### src/rtl/nco_ctrl_pkg.sv
// Shared types and defaults for the NCO sweep controller.
// Holds the FSM state encoding, the NCO word width and the settle latency.
package nco_ctrl_pkg;

    localparam int NCO_W_DEF  = 13;
    localparam int SETTLE_DEF = 4;

    typedef enum logic [2:0] {
        S_IDLE,
        S_SETTLE,
        S_DWELL,
        S_EVAL,
        S_TRACK
    } state_t;

endpackage

### src/rtl/nco_sweep_ctrl.sv
// NCO frequency-sweep controller: steps the NCO word, records the correlator peak
// per point, then parks on the strongest word if it clears the lock threshold.
//   in : clk, rst, start, abort, f_min, f_step, n_steps, dwell, phase_offset,
//        lock_thresh, corr_valid, corr_mag
//   out: control_word, phase_control_word, nco_rst, busy, done, locked,
//        best_word, best_mag
module nco_sweep_ctrl
    import nco_ctrl_pkg::*;
#(
    parameter int SETTLE = SETTLE_DEF,
    parameter int W      = NCO_W_DEF
) (
    input  logic         clk,
    input  logic         rst,
    input  logic         start,
    input  logic         abort,
    input  logic [W-1:0] f_min,
    input  logic [W-1:0] f_step,
    input  logic [7:0]   n_steps,
    input  logic [15:0]  dwell,
    input  logic [W-1:0] phase_offset,
    input  logic [15:0]  lock_thresh,
    input  logic         corr_valid,
    input  logic [15:0]  corr_mag,
    output logic [W-1:0] control_word,
    output logic [W-1:0] phase_control_word,
    output logic         nco_rst,
    output logic         busy,
    output logic         done,
    output logic         locked,
    output logic [W-1:0] best_word,
    output logic [15:0]  best_mag
);

    localparam logic [15:0] SETTLE_LD = 16'(SETTLE - 1);

    state_t       state;
    state_t       state_n;
    logic [15:0]  cnt;
    logic [7:0]   step_idx;
    logic [7:0]   last_idx;
    logic [W-1:0] step_q;
    logic [15:0]  dwell_ld;
    logic [15:0]  thresh_q;
    logic [15:0]  peak;
    logic         cnt_zero;
    logic         last_step;
    logic         better;
    logic [W-1:0] best_word_n;
    logic [15:0]  best_mag_n;

    always_ff @(posedge clk) begin
        if (rst) state <= S_IDLE;
        else     state <= state_n;
    end

    always_comb begin
        state_n     = state;
        busy        = 1'b0;
        nco_rst     = rst;
        cnt_zero    = (cnt == 16'd0);
        last_step   = (step_idx == last_idx);
        // Strict compare: an equal peak later in the sweep keeps the earlier word.
        better      = (peak > best_mag);
        best_mag_n  = better ? peak : best_mag;
        best_word_n = better ? control_word : best_word;
        unique case (state)
            S_IDLE, S_TRACK: begin
                if (start) state_n = S_SETTLE;
            end
            S_SETTLE: begin
                busy = 1'b1;
                // Counter is still at its load value only in the first settle cycle.
                if (step_idx == 8'd0 && cnt == SETTLE_LD) nco_rst = 1'b1;
                if (cnt_zero) state_n = S_DWELL;
            end
            S_DWELL: begin
                busy = 1'b1;
                if (cnt_zero) state_n = S_EVAL;
            end
            S_EVAL: begin
                busy    = 1'b1;
                state_n = last_step ? S_TRACK : S_SETTLE;
            end
            default: state_n = S_IDLE;
        endcase
        if (abort) state_n = S_IDLE;
    end

    always_ff @(posedge clk) begin
        if (rst) begin
            control_word       <= '0;
            phase_control_word <= '0;
            best_word          <= '0;
            best_mag           <= '0;
            done               <= 1'b0;
            locked             <= 1'b0;
            cnt                <= '0;
            step_idx           <= '0;
            last_idx           <= '0;
            step_q             <= '0;
            dwell_ld           <= '0;
            thresh_q           <= '0;
            peak               <= '0;
        end else begin
            done <= 1'b0;
            if (abort) begin
                control_word       <= '0;
                phase_control_word <= '0;
                locked             <= 1'b0;
            end else begin
                unique case (state)
                    S_IDLE, S_TRACK: begin
                        if (start) begin
                            control_word       <= f_min;
                            phase_control_word <= phase_offset;
                            best_word          <= f_min;
                            best_mag           <= '0;
                            locked             <= 1'b0;
                            step_idx           <= '0;
                            step_q             <= f_step;
                            thresh_q           <= lock_thresh;
                            last_idx  <= (n_steps == 8'd0) ? 8'd0 : n_steps - 8'd1;
                            dwell_ld  <= (dwell == 16'd0) ? 16'd0 : dwell - 16'd1;
                            cnt       <= SETTLE_LD;
                        end
                    end
                    S_SETTLE: begin
                        if (cnt_zero) begin
                            cnt  <= dwell_ld;
                            peak <= '0;
                        end else begin
                            cnt <= cnt - 16'd1;
                        end
                    end
                    S_DWELL: begin
                        if (corr_valid && corr_mag > peak) peak <= corr_mag;
                        if (!cnt_zero) cnt <= cnt - 16'd1;
                    end
                    S_EVAL: begin
                        best_mag  <= best_mag_n;
                        best_word <= best_word_n;
                        if (last_step) begin
                            done <= 1'b1;
                            if (best_mag_n >= thresh_q) begin
                                locked       <= 1'b1;
                                control_word <= best_word_n;
                            end else begin
                                control_word <= '0;
                            end
                        end else begin
                            control_word <= control_word + step_q;
                            step_idx     <= step_idx + 8'd1;
                            cnt          <= SETTLE_LD;
                        end
                    end
                    default: ;
                endcase
            end
        end
    end

endmodule

### config.mk
export PLATFORM = sky130hd
export DESIGN_NAME = nco_sweep_ctrl
export DESIGN_NICKNAME = d
export VERILOG_FILES = /design/src/rtl/nco_ctrl_pkg.sv /design/src/rtl/nco_sweep_ctrl.sv
export SDC_FILE = /design/constraint.sdc
export NUM_CORES = 1
export LEC_CHECK = 0
export BUFFER_PORTS_ARGS = -buffer_cell sky130_fd_sc_hd__buf_2
export CORE_UTILIZATION = 40
export CTS_CLUSTER_SIZE = 28
export DETAILED_ROUTE_END_ITERATION = 10
export HOLD_SLACK_MARGIN = 0.1
export PLACE_DENSITY = 0.6
export SETUP_SLACK_MARGIN = 0.05
export SLEW_MARGIN = 10
export SYNTH_ARGS = -nofsm -noshare
export SYNTH_HDL_FRONTEND = slang
export SYNTH_SLANG_ARGS = --single-unit
### constraint.sdc
create_clock -name clk -period 5.2 [get_ports clk]
set_clock_uncertainty 0.05 [all_clocks]
set_input_delay 0.52 -clock clk [delete_from_list [all_inputs] [get_ports clk]]
set_output_delay 0.52 -clock clk [all_outputs]
set_load 0.01 [all_outputs]
==> metrics.md <==
| Metric | Value |
|---|---|
| Final setup fails | `0` |
| Type of origin of the critical path | `flop` |
| Detailed-route wire length | `25.3 mm` |
| R2R Path End | `control_word[6]` |
| FFs w/ async S/R, synth | `0` |
| Share of power burned in registers | `0.429` |
| Worst setup EP type | `flop` |
| DRT Pass-1 Iters | `5` |
| Drt drc | `0` |
| Yosys Warn Count | `0` |
| MaxCap Viol Count | `0` |
| Cells after DPL | `1541` |
| Top post-synthesis cells by count | `155 x nand2_1, 153 x dfxtp_1, 117 x nor2_1` |
| GP Congestion | `between 0.8 and 0.9` |
| Detailed-placement wirelength estimate | `18.2 mm` |
| Core Region | `0.0218 mm²` |
| Fillers | `between 2000 and 2500` |
| # diodes | `0` |
| Post-CTS setup buffers | `0` |
| Hold depth | `3` |
| Vias after detailed routing | `8447` |
| Worst Tran Pin Value | `1080 ps` |
| Lkg Pwr | `approximately 4.2 nW` |
| RSZ-0062 raised after global routing | `no` |
| Hold_ws | `275 ps` |
| DR WL/cell | `16.1 µm` |
| Combinational power share | `0.136` |
| Largest net degree at the start of global routing | `94` |
| CTS tree | `done` |
| Slowest CP cell | `o31a_2` |
| Flop-to-flop setup slack | `760 ps` |
| Post-Layout Cell Count | `1571` |
| Biggest area contributors in the synthesized netlist | `dfxtp_1 35%, ha_1 9.3%, nand2_1 6.6%` |
| R2r startpoint | `best_mag[14]` |
| Post-synthesis sequential area ratio | `0.345` |
| Synth Flop Type | `dfxtp_1` |
| Power Density | `278 mW/mm²` |
| Data arrival time of the worst path | `4750 ps` |
| Nets | `approximately 1400` |
| Final hold violation count | `0` |
| Worst-path clk slew | `60 ps` |
| Cell Area, Synth | `around 0.009 mm²` |
| TritonCTS Buffers | `17` |
| Clock sinks | `about 150` |
| Clk network pwr share | `0.435` |
| Hold Path End | `thresh_q[8]` |
| CP cell instances | `inv_1 > ha_1 > nand4_1 > nor4_1 > a21boi_0 > o31a_2 > o21ai_0 > ha_1 > o21ai_0 > a211oi_1 > nand3_1 > o21ai_1 > nand2_1 > or2_0 > a21oi_1` |
| Worst Reg-to-Reg Cells | `15` |
| Relative slew slack | `0.276` |
| Clk buf depth | `2` |
| Crit path max fanout | `32` |
| Port Buf Inserts | `158` |
| Yosys reg bits | `153` |
| Post-route setup TNS | `0 ps` |
| Die extent in y | `151 µm` |
| Fin crit period | `4440 ps` |
| Clk Latency, worst-skew pair | `430 ps` |
| Post-CTS Hold Buffers | `0` |
| Switching Fraction | `0.269` |
| Hold wc startpoint | `lock_thresh[8]` |
| Max Slew Vio Count | `0` |
| Worst vdd ir | `0.000189 V` |
| Root buf cell | `clkbuf_16` |
| DRT antenna net count | `0` |
| Vias per std cell | `about 5.4` |
| Vias in the first global route | `7895` |
| Post-synth top area cell | `dfxtp_1` |
| Highest Clock Rate | `225 MHz` |
| Total grt overflow | `0` |
| Initial DRC Count | `500` |
| Area Growth Syn to Fin | `17.6%` |
| H-tree levels | `4` |
| CTS resizes | `0` |
| Die area | `0.0228 mm²` |
| Avg Cell Area, Syn | `7.62 µm²` |
| Cells after Synth | `1164` |
| Tcrit/Tclk final | `0.854` |
| I/O pins | `159` |
| Critical Path RT | `5510 ps` |
| Worst setup path class | `reg -> reg` |
| Internal Power | `2.12 mW` |
| Hold Crit Class | `in -> reg` |
| Initial antenna violation count | `0` |
| Die width | `151 µm` |
| Netlist cell types | `63` |
| EDFF count, synth | `0` |
| Cell Rows | `54` |
| CP peak stage delay | `530 ps` |
| Count leader, synth | `nand2_1` |
| Outcome | `complete, no violations` |
| Post-Syn Nets | `approximately 1300` |
| Share of layout cells above drive strength 1 | `0.168` |
| Starting Density | `0.408` |
| Area share of the largest cell type after synthesis | `0.345` |
| First-pass GRT wire length | `40.7 mm` |
| Switching Power | `780 µW` |
| Total Routing Usage GR | `0.228` |
[flip-flops by register name (all words and copies together), names as in the netlist]
signal and flops:
best_mag 16, cnt 16, dwell_ld 16, peak 16
thresh_q 16, best_word 13, control_word 13, phase_control_word 13
step_q 13, last_idx 8, step_idx 8, state 3
done 1, locked 1
[per-stage QoR]
stage	total power [mW]	setup WS (ps)	area (µm²)	util
CTS	2.92	733	10400	0.479
global placement	1.66	984	9830	0.452
detailed placement	1.66	747	9830	0.452
floorplan	1.52	1190	8870	-
global route	3.02	235	10400	0.479
finish	2.90	758	10400	0.479
[logic make-up (layout without fill, tap and decap cells)]
kind of cell,after synthesis,in the layout,synth area share
flops,153,153,0.345
buf+inv,145,272,0.0635
mux,15,15,0.0174
simple gates,432,432,0.225
xor+xnor,38,38,0.0375
compound gates,314,314,0.216
fa+ha+maj,67,67,0.0954
[final cells by class]
| type | instances | area [µm²] | share of cell area |
|---|---|---|---|
| clock inverter | 11 | 150 | 0.0144 |
| multi-input combinational | 866 | 5270 | 0.505 |
| sequential | 153 | 3060 | 0.294 |
| timing repair buffer | 169 | 876 | 0.0840 |
| clock buffer | 19 | 443 | 0.0425 |
| tap | 280 | 350 | 0.0336 |
| inverter | 73 | 274 | 0.0263 |
[worst max path at each step]
stage	startpoint	endpoint	slack, ps	cells after the start
finish	best_mag[14]	control_word[6]	760	15
global route	best_mag[14]	control_word[6]	230	15
CTS	best_mag[14]	control_word[6]	730	15
detailed placement	best_mag[14]	control_word[6]	750	15
global placement	best_mag[14]	control_word[6]	980	15
floorplan	best_mag[14]	control_word[6]	1190	18
[cell usage in the layout (no fill, tap or decap), types with 9 or more instances in the layout]
| master | n |
|---|---|
| nand4_1 | 14 |
| buf_2 | 157 |
| a22oi_1 | 44 |
| inv_1 | 73 |
| mux2i_1 | 12 |
| dfxtp_1 | 153 |
| a211oi_1 | 12 |
| ha_1 | 66 |
| o21ai_1 | 11 |
| nand2b_1 | 21 |
| nand3b_1 | 9 |
| o21ai_0 | 69 |
| nor2b_1 | 9 |
| clkbuf_16 | 17 |
| a21oi_1 | 112 |
| xor2_1 | 22 |
| xnor2_1 | 16 |
| nor2_1 | 116 |
| nor3_1 | 28 |
| nand2_1 | 155 |
| nand3_1 | 37 |
| buf_4 | 12 |
[routing by layer]
metal  GRT usage  share of wire  vias up  routed length (µm)
met5           0              0        -                   0
met4      0.0575          0.015        0                 369
met3      0.0467          0.060       25                1520
met2       0.373           0.46      247               11600
met1       0.304           0.46     3876               11700
li1            -              -     4299                   -
[power by group through the flow]
stage / combinational (mW) / clock [mW] / sequential, mW
finish: 0.395 / 1.26 / 1.24
CTS: 0.395 / 1.29 / 1.24
detailed placement: 0.393 / 0 / 1.27
global route: 0.446 / 1.33 / 1.25
floorplan: 0.254 / 0 / 1.26
global placement: 0.388 / 0 / 1.27
[worst max-delay path: cells and delay by family (launching register included)]
kind / cells / cell delay (ps)
compound gates: 7 / 1900
buf+inv: 1 / 60
flops: 1 / 350
simple gates: 5 / 1370
fa+ha+maj: 2 / 630
No activity file was read; power rests on OpenSTA's default activity.
